$ cat src/rtl/dmem_pkg.sv
// rtl/dmem_pkg.sv - shared constants and FSM encoding for the data-memory arbiter
package dmem_pkg;

    localparam int MEM_DEPTH  = 4096;
    localparam int DEF_ADDR_W = $clog2(MEM_DEPTH);
    localparam int DEF_DATA_W = 12;
    localparam int DEF_BUS_W  = 17;

    typedef enum logic [1:0] {
        ST_IDLE  = 2'd0,
        ST_ISSUE = 2'd1,
        ST_WAIT  = 2'd2,
        ST_RESP  = 2'd3
    } arb_state_t;

endpackage

$ cat src/rtl/rr_pick.sv
// rtl/rr_pick.sv - combinational round-robin selector, search starts at ptr and wraps
module rr_pick #(
    parameter int N     = 4,
    parameter int IDX_W = $clog2(N)
) (
    input  logic [N-1:0]     req,
    input  logic [IDX_W-1:0] ptr,
    output logic [N-1:0]     winner,
    output logic [IDX_W-1:0] idx,
    output logic             valid
);

    logic [IDX_W-1:0] cand;

    always_comb begin
        winner = '0;
        idx    = '0;
        valid  = 1'b0;
        cand   = '0;
        for (int i = 0; i < N; i++) begin
            cand = IDX_W'((int'(ptr) + i) % N);
            if (!valid && req[cand]) begin
                valid = 1'b1;
                idx   = cand;
            end
        end
        if (valid) begin
            winner = N'(1) << idx;
        end
    end

endmodule

$ cat src/rtl/dmem_arbiter.sv
// rtl/dmem_arbiter.sv - round-robin arbiter sharing the single-port data memory between cores
module dmem_arbiter
    import dmem_pkg::*;
#(
    parameter int NUM_CORES = 4,
    parameter int ADDR_W    = DEF_ADDR_W,
    parameter int DATA_W    = DEF_DATA_W,
    parameter int BUS_W     = DEF_BUS_W
) (
    input  logic                           clk,
    input  logic                           rst_n,
    input  logic                           mem_ready,
    input  logic [NUM_CORES-1:0]           req,
    input  logic [NUM_CORES-1:0]           we,
    input  logic [NUM_CORES*ADDR_W-1:0]    addr,
    input  logic [NUM_CORES*BUS_W-1:0]     wdata,
    output logic [NUM_CORES-1:0]           gnt,
    output logic [NUM_CORES-1:0]           rvalid,
    output logic [DATA_W-1:0]              rdata,
    output logic                           mem_we,
    output logic [ADDR_W-1:0]              mem_addr,
    output logic [DATA_W-1:0]              mem_wdata,
    input  logic [DATA_W-1:0]              mem_rdata
);

    localparam int IDX_W = $clog2(NUM_CORES);

    arb_state_t             state, state_n;
    logic [IDX_W-1:0]       ptr, ptr_n;
    logic [IDX_W-1:0]       cur_idx, cur_idx_n;
    logic                   cur_we, cur_we_n;
    logic [NUM_CORES-1:0]   gnt_n, rvalid_n;
    logic [DATA_W-1:0]      rdata_n, mem_wdata_n;
    logic [ADDR_W-1:0]      mem_addr_n;
    logic                   mem_we_n;

    logic [NUM_CORES-1:0]   pick_onehot;
    logic [IDX_W-1:0]       pick_idx;
    logic                   pick_valid;

    logic [ADDR_W-1:0]      addr_a  [NUM_CORES];
    logic [DATA_W-1:0]      wdata_a [NUM_CORES];
    logic [NUM_CORES-1:0]   wdata_hi_par;
    logic                   unused_wdata_hi;

    // Only the low DATA_W bits of each bus word reach the memory.
    for (genvar i = 0; i < NUM_CORES; i++) begin : g_unpack
        assign addr_a[i]       = addr[i*ADDR_W +: ADDR_W];
        assign wdata_a[i]      = wdata[i*BUS_W +: DATA_W];
        assign wdata_hi_par[i] = ^wdata[i*BUS_W+DATA_W +: BUS_W-DATA_W];
    end
    assign unused_wdata_hi = ^wdata_hi_par;

    rr_pick #(
        .N     (NUM_CORES),
        .IDX_W (IDX_W)
    ) u_rr_pick (
        .req    (req),
        .ptr    (ptr),
        .winner (pick_onehot),
        .idx    (pick_idx),
        .valid  (pick_valid)
    );

    always_comb begin
        state_n     = state;
        ptr_n       = ptr;
        cur_idx_n   = cur_idx;
        cur_we_n    = cur_we;
        gnt_n       = '0;
        rvalid_n    = '0;
        rdata_n     = rdata;
        mem_we_n    = 1'b0;
        mem_addr_n  = mem_addr;
        mem_wdata_n = mem_wdata;
        case (state)
            ST_IDLE: begin
                if (mem_ready && pick_valid) begin
                    state_n     = ST_ISSUE;
                    gnt_n       = pick_onehot;
                    mem_we_n    = we[pick_idx];
                    mem_addr_n  = addr_a[pick_idx];
                    mem_wdata_n = wdata_a[pick_idx];
                    cur_idx_n   = pick_idx;
                    cur_we_n    = we[pick_idx];
                    ptr_n       = (pick_idx == IDX_W'(NUM_CORES-1)) ? '0 : pick_idx + 1'b1;
                end
            end
            ST_ISSUE: begin
                state_n = cur_we ? ST_IDLE : ST_WAIT;
            end
            ST_WAIT: begin
                // Memory output is registered, so read data is valid one cycle after ISSUE.
                rdata_n  = mem_rdata;
                rvalid_n = NUM_CORES'(1) << cur_idx;
                state_n  = ST_RESP;
            end
            ST_RESP: begin
                state_n = ST_IDLE;
            end
            default: begin
                state_n = ST_IDLE;
            end
        endcase
    end

    always_ff @(posedge clk or negedge rst_n) begin
        if (!rst_n) begin
            state     <= ST_IDLE;
            ptr       <= '0;
            cur_idx   <= '0;
            cur_we    <= 1'b0;
            gnt       <= '0;
            rvalid    <= '0;
            rdata     <= '0;
            mem_we    <= 1'b0;
            mem_addr  <= '0;
            mem_wdata <= '0;
        end else begin
            state     <= state_n;
            ptr       <= ptr_n;
            cur_idx   <= cur_idx_n;
            cur_we    <= cur_we_n;
            gnt       <= gnt_n;
            rvalid    <= rvalid_n;
            rdata     <= rdata_n;
            mem_we    <= mem_we_n;
            mem_addr  <= mem_addr_n;
            mem_wdata <= mem_wdata_n;
        end
    end

endmodule

$ cat config.mk
export PLATFORM = sky130hd
export DESIGN_NAME = dmem_arbiter
export DESIGN_NICKNAME = d
export VERILOG_FILES = /design/src/rtl/dmem_pkg.sv /design/src/rtl/rr_pick.sv /design/src/rtl/dmem_arbiter.sv
export SDC_FILE = /design/constraint.sdc
export NUM_CORES = 1
export LEC_CHECK = 0
export ABC_AREA = 1
export CAP_MARGIN = 15
export CELL_PAD_IN_SITES_DETAIL_PLACEMENT = 1
export CELL_PAD_IN_SITES_GLOBAL_PLACEMENT = 2
export CORE_AREA = 2 2 131 133
export CTS_BUF_LIST = sky130_fd_sc_hd__clkbuf_8
export DETAILED_ROUTE_END_ITERATION = 12
export DIE_AREA = 0 0 133 135
export HOLD_SLACK_MARGIN = 0.1
export PLACE_DENSITY_LB_ADDON = 0.25
export SETUP_SLACK_MARGIN = 0.05
export SYNTH_ARGS = -nofsm -noshare
export SYNTH_HDL_FRONTEND = slang
export SYNTH_SLANG_ARGS = --single-unit
$ cat constraint.sdc
create_clock -name clk -period 2.9 [get_ports clk]
set_input_delay 0.29 -clock clk [delete_from_list [all_inputs] [get_ports clk]]
set_output_delay 0.29 -clock clk [all_outputs]
set_load 0.01 [all_outputs]
==> results.py, run 1 <==
metrics = {
    "clocking": {
        "cts_root_buffer": "clkbuf_8",
        "cts_made_buffers": 5,
        "post_cts_buffers": 0,
        "insertion_delay_ps": 310,
        "clkSinkCount": 52,
        "cts_tree": "done",
        "clkSlewWorstSetupHoldPaths_ps": 110,
        "h-tree-depth": 2,
        "clockBufferDepth": 2,
    },
    "critical_path": {
        "arrival_ps": 2710,
        "worstSetupStartpointType": "register",
        "end_kind": "register",
        "path_class": "register to register",
        "worstPathMaxFanout": 28,
        "worstPathRequired_ps": 3100,
        "reg2reg_depth": 14,
    },
    "route": {
        "wire_per_inst_um": 14.70,
        "firstDrtPassIters": 4,
        "vias": 3877,
        "drt-total-wl_um": 13380,
        "ant_nets": 0,
        "drtIter0Drc": 126,
        "drc": 0,
        "routed_via_density": 4.260,
    },
    "power": {
        "p_int_uw": 2984,
        "p_clk_frac": 0.073,
        "power.density_nw_per_um2": 1113,
        "power.switching_uw": 3128,
        "p_comb_frac": 0.718,
        "swShare": 0.5117,
        "ir_drop_v": 0.0006617,
        "p_leak_uw": 0.002882,
        "p_seq_frac": 0.209,
    },
    "sta": {
        "setup_viol": 0,
        "timing.fmax_mhz": 398.0,
        "finalCritPeriodShare": 0.8665,
        "clock_skew_ps": 10.22,
        "tns_ps": 0,
        "slew_viol_final": 0,
        "hold_viol": 0,
        "tightest_slew_ps": 775.0,
        "max_slew_margin": 0.4833,
        "fin_crit_ps": 2513,
        "rsz0062_at_grt": "false",
    },
    "floorplanning": {
        "ioPinCount": 184,
        "dieWidth_um": 133,
        "core_area_um2": 16410,
        "dieArea_um2": 17960,
        "initial_utilization": 0.2167,
        "num_rows": 47,
        "die_h_um": 135,
    },
    "grt": {
        "grt.total_usage": 0.1523,
        "antenna_found_initial": 0,
        "grt_pass1_vias": 4219,
        "grt_pass1_wl_um": 21830,
        "grt-ovfl-total": 0,
        "grt_max_degree": 51,
    },
    "placed_design": {
        "dpl.hpwl_um": 10040,
        "dp.cells": 901,
        "port-buffer-count": 163,
        "place.gp.congestion": 0.8070,
    },
    "cells_and_area": {
        "nNetsFinal": 830,
        "diodes": 0,
        "syn2layout_area_growth_pct": 54.42,
        "utilization": 0.3346,
        "finalNonFillerCells": 910,
        "drive_above_1_share": 0.06377,
        "fillers": 2018,
    },
    "job": {
        "maxCapViolCount": 0,
    },
    "status": {
        "status": "finished clean",
    },
    "synthesis": {
        "yosysUniqueCellTypes": 24,
        "syn-num-nets": 680,
        "yosys_register_bits": 52,
        "synth.avg_cell_area_um2": 6.595,
        "yosysSeqAreaShare": 0.3661,
        "syn-cell-area_um2": 3555,
        "synthCells": 539,
        "yosysWarningCount": 0,
    },
    "hold_path": {
        "hold_class": "register to register",
        "min_path_cells": 1,
    },
}
==> power by group through the flow <==
| stage | logic (µW) | registers [µW] | clock network (µW) |
|---|---|---|---|
| after floorplan | 2840 | 1370 | 0 |
| after global placement | 4410 | 1280 | 0 |
| after detailed placement | 4480 | 1300 | 0 |
| after CTS | 4510 | 1290 | 472 |
| after global routing | 5000 | 1330 | 497 |
| final | 4390 | 1280 | 446 |
==> registers in the layout, indices dropped and copies added, names as in the netlist, named ones only <==
| register | flops |
|---|---|
| cur_idx | 2 |
| cur_we | 1 |
| gnt | 4 |
| mem_addr | 12 |
| mem_wdata | 12 |
| mem_we | 1 |
| ptr | 2 |
| rdata | 12 |
| rvalid | 4 |
| state | 1 |
==> path summary, 6_finish.rpt <==
kind / start / endpoint / slack [ps]
max in group asynchronous: rst_n / mem_wdata[4] / 1640
worst min register to register: cur_idx[1] / rvalid[0] / 460
worst max-delay path: ptr[0] / mem_wdata[0] / 390
min in group asynchronous: rst_n / rdata[9] / 590
worst max register to register: ptr[0] / mem_wdata[0] / 390
worst min-delay path: cur_idx[1] / rvalid[0] / 460
==> cells in the final DEF, fill, tap and decap left out, types with 2 or more instances in the layout <==
master           synthesis  routed
a21oi_1                  2       2
buf_4                    7      12
clkbuf_8                 0       5
clkdlybuf4s50_1          0     162
dfrtp_1                 52      52
ha_1                     2       2
inv_1                  116     116
inv_2                    2       2
mux2_2                  12      12
nand2_1                186     186
nand3_1                 57      57
nand3_2                  3       3
nand4_1                 50      50
nor2_1                   8       8
nor3_1                   5       5
o21ai_0                  2       2
o21ai_1                  2       2
==> through the flow <==
| step | cell area [µm²] | setup WS [ps] | power [µW] | hold slack [ps] |
|---|---|---|---|---|
| after CTS | 5489 | 335.7 | 6265 | 466.9 |
| after global placement | 5383 | 329.9 | 5693 | 410.1 |
| after floorplan | 3555 | 1098 | 4208 | -5.591 |
| after global routing | 5489 | 55.25 | 6829 | 505.3 |
| final | 5489 | 387.2 | 6112 | 463.7 |
| after detailed placement | 5383 | 266.0 | 5779 | 425.7 |
==> per-layer routing <==
| layer | vias up | track usage | wire length [µm] |
|---|---|---|---|
| li1 | 1959 | - | - |
| met1 | 1795 | 0.1906 | 6015 |
| met2 | 119 | 0.2651 | 6363 |
| met3 | 4 | 0.04242 | 940 |
| met4 | 0 | 0.02688 | 59 |
| met5 | - | 0 | 0 |
==> cell families (layout without fill, tap and decap cells) <==
family	after synthesis	in the layout	synth area share
AOI/OAI and AO/OA	7	7	0.01056
adders and majority gates	2	2	0.007039
buffers and inverters	153	304	0.1781
DFF	52	52	0.3661
muxes	12	12	0.03801
and+or+nand+nor	313	313	0.4002
==> what timing repair did <==
| item | in CTS | in global routing |
|---|---|---|
| hold buffers | 1 | 0 |
| resized for setup | 0 | 0 |
| endpoints found under the hold margin | 30 | 0 |
==> synthesized netlist by cell type <==
| library cell | number | area (µm²) |
|---|---|---|
| a21boi_0 | 1 | 7.510 |
| a21oi_1 | 2 | 10.01 |
| buf_2 | 12 | 60.06 |
| buf_4 | 7 | 52.55 |
| buf_6 | 2 | 22.52 |
| clkbuf_1 | 13 | 48.80 |
| dfrtp_1 | 52 | 1301 |
| ha_1 | 2 | 25.02 |
| inv_1 | 116 | 435.4 |
| inv_2 | 2 | 7.510 |
| inv_4 | 1 | 6.260 |
| mux2_2 | 12 | 135.1 |
| nand2_1 | 186 | 698.2 |
| nand2_2 | 1 | 6.260 |
| nand3_1 | 57 | 285.3 |
| nand3_2 | 3 | 30.03 |
| nand3_4 | 1 | 17.52 |
| nand4_1 | 50 | 312.8 |
| nor2_1 | 8 | 30.03 |
| nor2_4 | 1 | 11.26 |
| nor3_1 | 5 | 25.02 |
| o21ai_0 | 2 | 10.01 |
| o21ai_1 | 2 | 10.01 |
| or2_2 | 1 | 6.260 |
==> cell type report <==
cell class                      instances  area, µm²  area share
Clock inverter                          3      27.53    0.005015
Timing Repair Buffer                  177       1747      0.3182
Inverter                              119      449.2     0.08183
Clock buffer                            5      68.82     0.01254
Multi-Input combinational cell        334       1620      0.2952
Tap cell                              220      275.3     0.05015
Sequential cell                        52       1301      0.2371
==> critical path, cell delays in order, from the launching register on <==
cell	delay [ps]
dfrtp_1	600
inv_4	120
nand2_1	80
nand2_1	80
nand2_1	100
nand2_1	90
nor2_4	130
nand3_4	300
nand3_2	220
buf_4	310
nand2_1	90
nand3_1	80
nand2_1	70
nand2_1	60
nand2_1	60
Power figures use the tool's default switching activity.
==> inputs of run 2 (changes only) <==
ABC_AREA = unset   (was 1)
CORE_AREA = 10 10 123 125   (was 2 2 131 133)
==> run 2 against run 1 <==
Power down 37%. Register-to-register slack better by 560 ps. Critical path depth down 8. Sequential power down 4%. Non-clock buffer count down 7. Combinational power down 53%. Area after synthesis down 20%. Count of clock-buffer cells in the layout up 2. Utilization up 4.0 points. Final cell count down 36%. Clock skew down 1.1 ps. Global-route usage down 3.4 points. Critical endpoint is now mem_addr[1]. Largest power group unchanged. Highest routed layer unchanged.
==> results.py, run 2 <==
metrics = {
    "status": {
        "status": "finished clean",
    },
    "clocking": {
        "cts_resized": 0,
        "post_cts_buffers": 0,
        "clkSinkCount": 52,
        "h-tree-depth": 2,
        "clockBufferDepth": 2,
        "cts_tree": "done",
        "holdBufCountCts": 1,
        "insertion_delay_ps": 310,
        "clkSlewWorstSetupHoldPaths_ps": 100,
        "cts_root_buffer": "clkbuf_8",
        "cts_made_buffers": 5,
    },
    "synthesis": {
        "synth_most_common_cell": "nand2_1",
        "netlist.area_leader.share": 0.4559,
        "synth-simple-area-share": 0.1482,
        "yosysWarningCount": 0,
        "yosysUniqueCellTypes": 34,
        "synth.area.top_cells": "dfrtp_1, mux2i_1, o221ai_2",
        "ys_top_cells_by_count": "nand2_1, dfrtp_1, mux2i_1",
        "synth_top_family_by_area": "multiplexers",
        "synth_ff_type": "dfrtp_1",
        "synth_area_leader_cell": "dfrtp_1",
        "async_flop_share": 1.000,
        "synth.avg_cell_area_um2": 11.46,
        "synth-edff-count": 0,
        "synth_fa_ha_area_frac": 0.008768,
        "syn-cell-area_um2": 2854,
        "yosysSeqAreaShare": 0.4559,
        "synth-compound-area-share": 0.1429,
        "syn-num-nets": 390,
        "yosys_register_bits": 52,
        "synthCells": 249,
        "muxShareOfSynthArea": 0.1789,
        "synthXorXnorAreaFrac": 0,
    },
    "route": {
        "drc": 0,
        "firstDrtPassIters": 4,
        "routed_via_density": 4.385,
        "vias": 2552,
        "wire_per_inst_um": 18.76,
        "drt-total-wl_um": 10920,
        "ant_nets": 0,
        "drtIter0Drc": 41,
    },
    "placed_design": {
        "dpl.hpwl_um": 8537,
        "dp.cells": 573,
        "port-buffer-count": 163,
        "place.gp.congestion": 0.6975,
    },
    "sta": {
        "max_slew_margin": 0.5631,
        "tightest_slew_ps": 655.3,
        "setup_viol": 0,
        "clock_skew_ps": 9.087,
        "rsz0062_at_grt": "false",
        "finalCritPeriodShare": 0.6875,
        "tns_ps": 0,
        "fin_crit_ps": 1994,
        "worst_hold_slack_ps": 481.4,
        "slew_viol_final": 0,
        "hold_viol": 0,
        "timing.fmax_mhz": 501.5,
    },
    "power": {
        "p_leak_uw": 0.002053,
        "power.switching_uw": 1426,
        "p_clk_frac": 0.146,
        "p_total_uw": 3847,
        "power.density_nw_per_um2": 816.5,
        "p_seq_frac": 0.319,
        "p_comb_frac": 0.535,
        "ir_drop_v": 0.0002830,
        "p_int_uw": 2421,
        "swShare": 0.3706,
    },
    "critical_path": {
        "worstReg2RegStart": "ptr[0]",
        "startpoint": "req[3]",
        "worstPathRequired_ps": 3110,
        "arrival_ps": 2210,
        "timing.rr.end": "mem_addr[1]",
        "r2r_setup_slack_ps": 950,
        "path_class": "primary input to register",
        "path_delay_family": "simple AND/OR/NAND/NOR gates",
        "reg2reg_depth": 5,
        "worstPathMaxFanout": 25,
        "end_kind": "register",
        "crit_chain": "clkdlybuf4s50_1, or4_1, nand3b_2, nor2_2, nand2_4, o221ai_1",
        "path_depth": 6,
        "endpoint": "mem_addr[1]",
        "crit_path_top_delay_cell": "clkdlybuf4s50_1",
        "worstSetupStartpointType": "primary input",
        "cp_num_buf_inv": 1,
        "crit_path_max_incr_delay_ps": 520,
    },
    "grt": {
        "grt.total_usage": 0.1180,
        "grt_pass1_vias": 2851,
        "grt_max_degree": 34,
        "grt_pass1_wl_um": 16730,
        "antenna_found_initial": 0,
        "grt-ovfl-total": 0,
    },
    "cells_and_area": {
        "final_cell_mix": "clkdlybuf4s50_1, nand2_1, dfrtp_1",
        "fillers": 1406,
        "finalNonFillerCells": 582,
        "syn2layout_area_growth_pct": 65.06,
        "utilization": 0.3748,
        "diodes": 0,
        "largestRegisters": "mem_addr: 12 flops, mem_wdata: 12 flops, rdata: 12 flops",
        "layout_commonest_cell": "clkdlybuf4s50_1",
        "nNetsFinal": 550,
        "drive_above_1_share": 0.1220,
    },
    "floorplanning": {
        "ioPinCount": 184,
        "dieArea_um2": 17960,
        "num_rows": 41,
        "initial_utilization": 0.2271,
        "die_h_um": 135,
        "core_area_um2": 12570,
        "dieWidth_um": 133,
    },
    "hold_path": {
        "hold_class": "register to register",
        "min_path_cells": 1,
    },
    "job": {
        "maxCapViolCount": 0,
    },
}
==> run 2: cell types whose count changed in the layout (fill, tap and decap cells not counted), sizes merged, moves of 7 or more <==
cell	previous run	this run
mux2	12	0
nand2	187	72
nand3	61	0
mux2i	0	51
inv	120	2
nand4	50	0
buf	14	7
o221ai	0	25
==> run 2: cell families (layout without fill, tap and decap cells) <==
kind of cell    Yosys count  after routing
fa+ha+maj                 2              2
mux                      51             51
simple gates             90             90
buf+inv                  19            180
compound gates           35             35
flops                    52             52
==> run 2: power groups by stage <==
stage               clock, µW  sequential [µW]  combinational, µW
finish                    562             1230               2060
global route              618             1280               2270
CTS                       592             1230               2130
detailed placement          0             1240               2120
global placement            0             1230               2090
floorplan                   0             1350               1090
==> run 2: per-stage QoR <==
step | instance area, µm² | worst slack (ps)
after floorplan | 2854 | 1350
after global placement | 4574 | 563.9
after detailed placement | 4574 | 528.2
after CTS | 4711 | 852.6
after global routing | 4711 | 762.9
final | 4711 | 906.1
==> run 2: worst min path at each step <==
stage / from / end / slack, ps
final: cur_we / register / 480
after global routing: mem_rdata[11] / rdata[11] / 490
after global placement: rst_n / rdata[1] / 360
after CTS: mem_rdata[7] / rdata[7] / 470
after detailed placement: rst_n / rdata[1] / 360
after floorplan: rst_n / asynchronous set/reset pin / -6
==> run 2: final cells by class <==
cell class,instances,area (µm²),share of cell area
Timing Repair Buffer,170,1694,0.3596
Multi-Input combinational cell,178,1366,0.2900
Sequential cell,52,1301,0.2762
Tap cell,172,215.2,0.04568
Clock buffer,7,96.34,0.02045
Clock inverter,1,30.03,0.006374
Inverter,2,7.507,0.001594
==> run 2: layer usage <==
metal  GRT usage  vias to the layer above  wire [µm]
met1      0.1470                     1235       4994
met5           0                        -          0
met2      0.1857                      104       4924
li1            -                     1206          -
met4     0.02567                        0         89
met3     0.04933                        7        911
==> inputs of run 3 (changes only) <==
CORE_AREA = 10 10 134 136   (was 10 10 123 125)
DIE_AREA = 0 0 144 146   (was 0 0 133 135)
clock period = 1.7 ns   (was 2.9 ns; I/O delays follow)
==> run 3 against run 2 <==
The flow now finishes with violations (setup timing). Critical path depth grew 1. Global-route usage fell by 0.19 points. Via count up 3.7%. Design area up 17%. Clock skew decreased by 2.1 ps. Utilization down 2.0 points. Sequential power up 73%. Die area is 17% higher. Setup slack worse by 910 ps. Final cell count increased by 7.0%. First-iteration DRC count increased by 120%. Flip-flop and latch count unchanged. Largest cell class unchanged. Highest routed layer unchanged.
==> results.py, run 3 (synthesis gave the netlist of run 2 again) <==
metrics = {
    "sta": {
        "fin_crit_ps": 1707,
        "hold_viol": 0,
        "rsz0062_at_grt": "true",
        "max_slew_margin": 0.5388,
        "timing.fmax_mhz": 585.8,
        "worst_hold_slack_ps": 372.7,
        "slew_viol_final": 0,
        "setup_viol": 2,
        "tightest_slew_ps": 691.8,
        "fin_ws_ps": -6.945,
        "finalCritPeriodShare": 1.004,
        "tns_ps": -8.615,
        "clock_skew_ps": 7.007,
    },
    "grt": {
        "use_met3": 0.05809,
        "grt.total_usage": 0.1160,
        "met2_usage": 0.1799,
        "grt_pass1_wl_um": 18740,
        "grt.met1_usage": 0.1383,
        "antenna_found_initial": 0,
        "grt-ovfl-total": 0,
        "gr-max-usage-layer": "met2",
        "grt_pass1_vias": 3040,
        "grt_max_degree": 30,
    },
    "route": {
        "drc": 0,
        "drtIter0Drc": 89,
        "ant_nets": 0,
        "vias": 2646,
        "wire_per_inst_um": 20.79,
        "firstDrtPassIters": 4,
        "routed_via_density": 4.247,
        "drt-total-wl_um": 12950,
    },
    "status": {
        "violations": "setup timing",
        "status": "complete, but fails checks",
    },
    "critical_path": {
        "worstPathRequired_ps": 1930,
        "end_kind": "register",
        "arrival_ps": 1940,
        "worstPathMaxFanout": 6,
        "path_class": "register to register",
        "worstSetupStartpointType": "register",
    },
    "placed_design": {
        "post-place-ws_ps": -324.4,
        "dpl.hpwl_um": 9374,
        "place.gp.congestion": 0.7132,
        "port-buffer-count": 163,
    },
    "cells_and_area": {
        "largestRegisters": "mem_addr: 12 flops, mem_wdata: 12 flops, rdata: 12 flops",
        "syn2layout_area_growth_pct": 92.46,
        "final_cell_mix": "clkdlybuf4s50_1, nand2_1, dfrtp_1",
        "diodes": 0,
        "drive_above_1_share": 0.2668,
        "layout_commonest_cell": "clkdlybuf4s50_1",
        "nNetsFinal": 574,
        "utilization": 0.3548,
    },
    "floorplanning": {
        "core_area_um2": 15480,
        "dieArea_um2": 21020,
        "dieWidth_um": 144,
        "num_rows": 46,
        "ioPinCount": 184,
        "initial_utilization": 0.1843,
        "die_h_um": 146,
    },
    "clocking": {
        "cts_root_buffer": "clkbuf_8",
        "clockBufferDepth": 2,
        "h-tree-depth": 2,
        "insertion_delay_ps": 320,
        "clkSinkCount": 52,
        "cts_tree": "done",
        "cts_made_buffers": 5,
        "clkSlewWorstSetupHoldPaths_ps": 90,
    },
    "power": {
        "power.density_nw_per_um2": 1394,
        "p_leak_uw": 0.002221,
        "ir_drop_v": 0.0004549,
    },
    "job": {
        "maxCapViolCount": 0,
    },
    "hold_path": {
        "hold_class": "primary input to register",
    },
}
## run 3: cell types whose count changed in the layout (fill, tap and decap cells not counted), sizes merged
| cell | change |
|---|---|
| clkbuf | +3 |
| clkinv | +1 |
| dlymetal6s2s | +1 |
| bufinv | -1 |
| clkdlybuf4s50 | -1 |
| inv | -1 |
| buf | +19 |
## run 3: critical path: stages, from the launching register on
cell and delay, ps:
dfrtp_2 460, buf_6 130, a31oi_1 180, o211a_1 270, buf_6 140, nand2_8 80, buf_4 180, o221ai_1 180
## run 3: repair_timing
item	CTS	global route
setup buffers	3	2
hold buffers	1	0
cloned	3	5
gates resized for setup	52	34
pin swaps	1	18
hold endpoints to repair	23	0
setup endpoints to repair	27	33
## run 3: report_power, final
group          total, µW  internal [µW]  switching (µW)
clock network        690            268             423
logic               4840           2730            2100
registers           2130           1770             360
## run 3: per-layer routing
layer	up-vias	wire length, µm
met5	-	0
met4	0	121
li1	1259	-
met1	1271	5231
met2	108	6030
met3	8	1570
## run 3: area by class of cell
class	count	area, µm²
Fill cell	1669	9990
Timing Repair Buffer	194	2115
Multi-Input combinational cell	178	1747
Sequential cell	52	1303
Tap cell	192	240.2
Clock buffer	5	68.82
Inverter	2	20.02
## run 3: metrics by stage
step	total power, µW	instance area (µm²)	instances
5_1_grt	8226	5493	623
2_1_floorplan	4151	2854	249
3_3_place_gp	5892	4745	604
6_report	7658	5493	623
3_5_place_dp	5984	4745	604
4_1_cts	7328	5155	616
## run 3: path summary, 6_finish.rpt
kind,slack [ps],endpoint,startpoint,cells after the start
min reg2reg,480,rdata[5],rdata[5],2
min,370,rdata[4],mem_rdata[4],3
max,-7,mem_wdata[10],ptr[1],7
max reg2reg,-7,mem_wdata[10],ptr[1],7
min in group asynchronous,410,mem_addr[11],rst_n,2
max in group asynchronous,670,ptr[1],rst_n,3
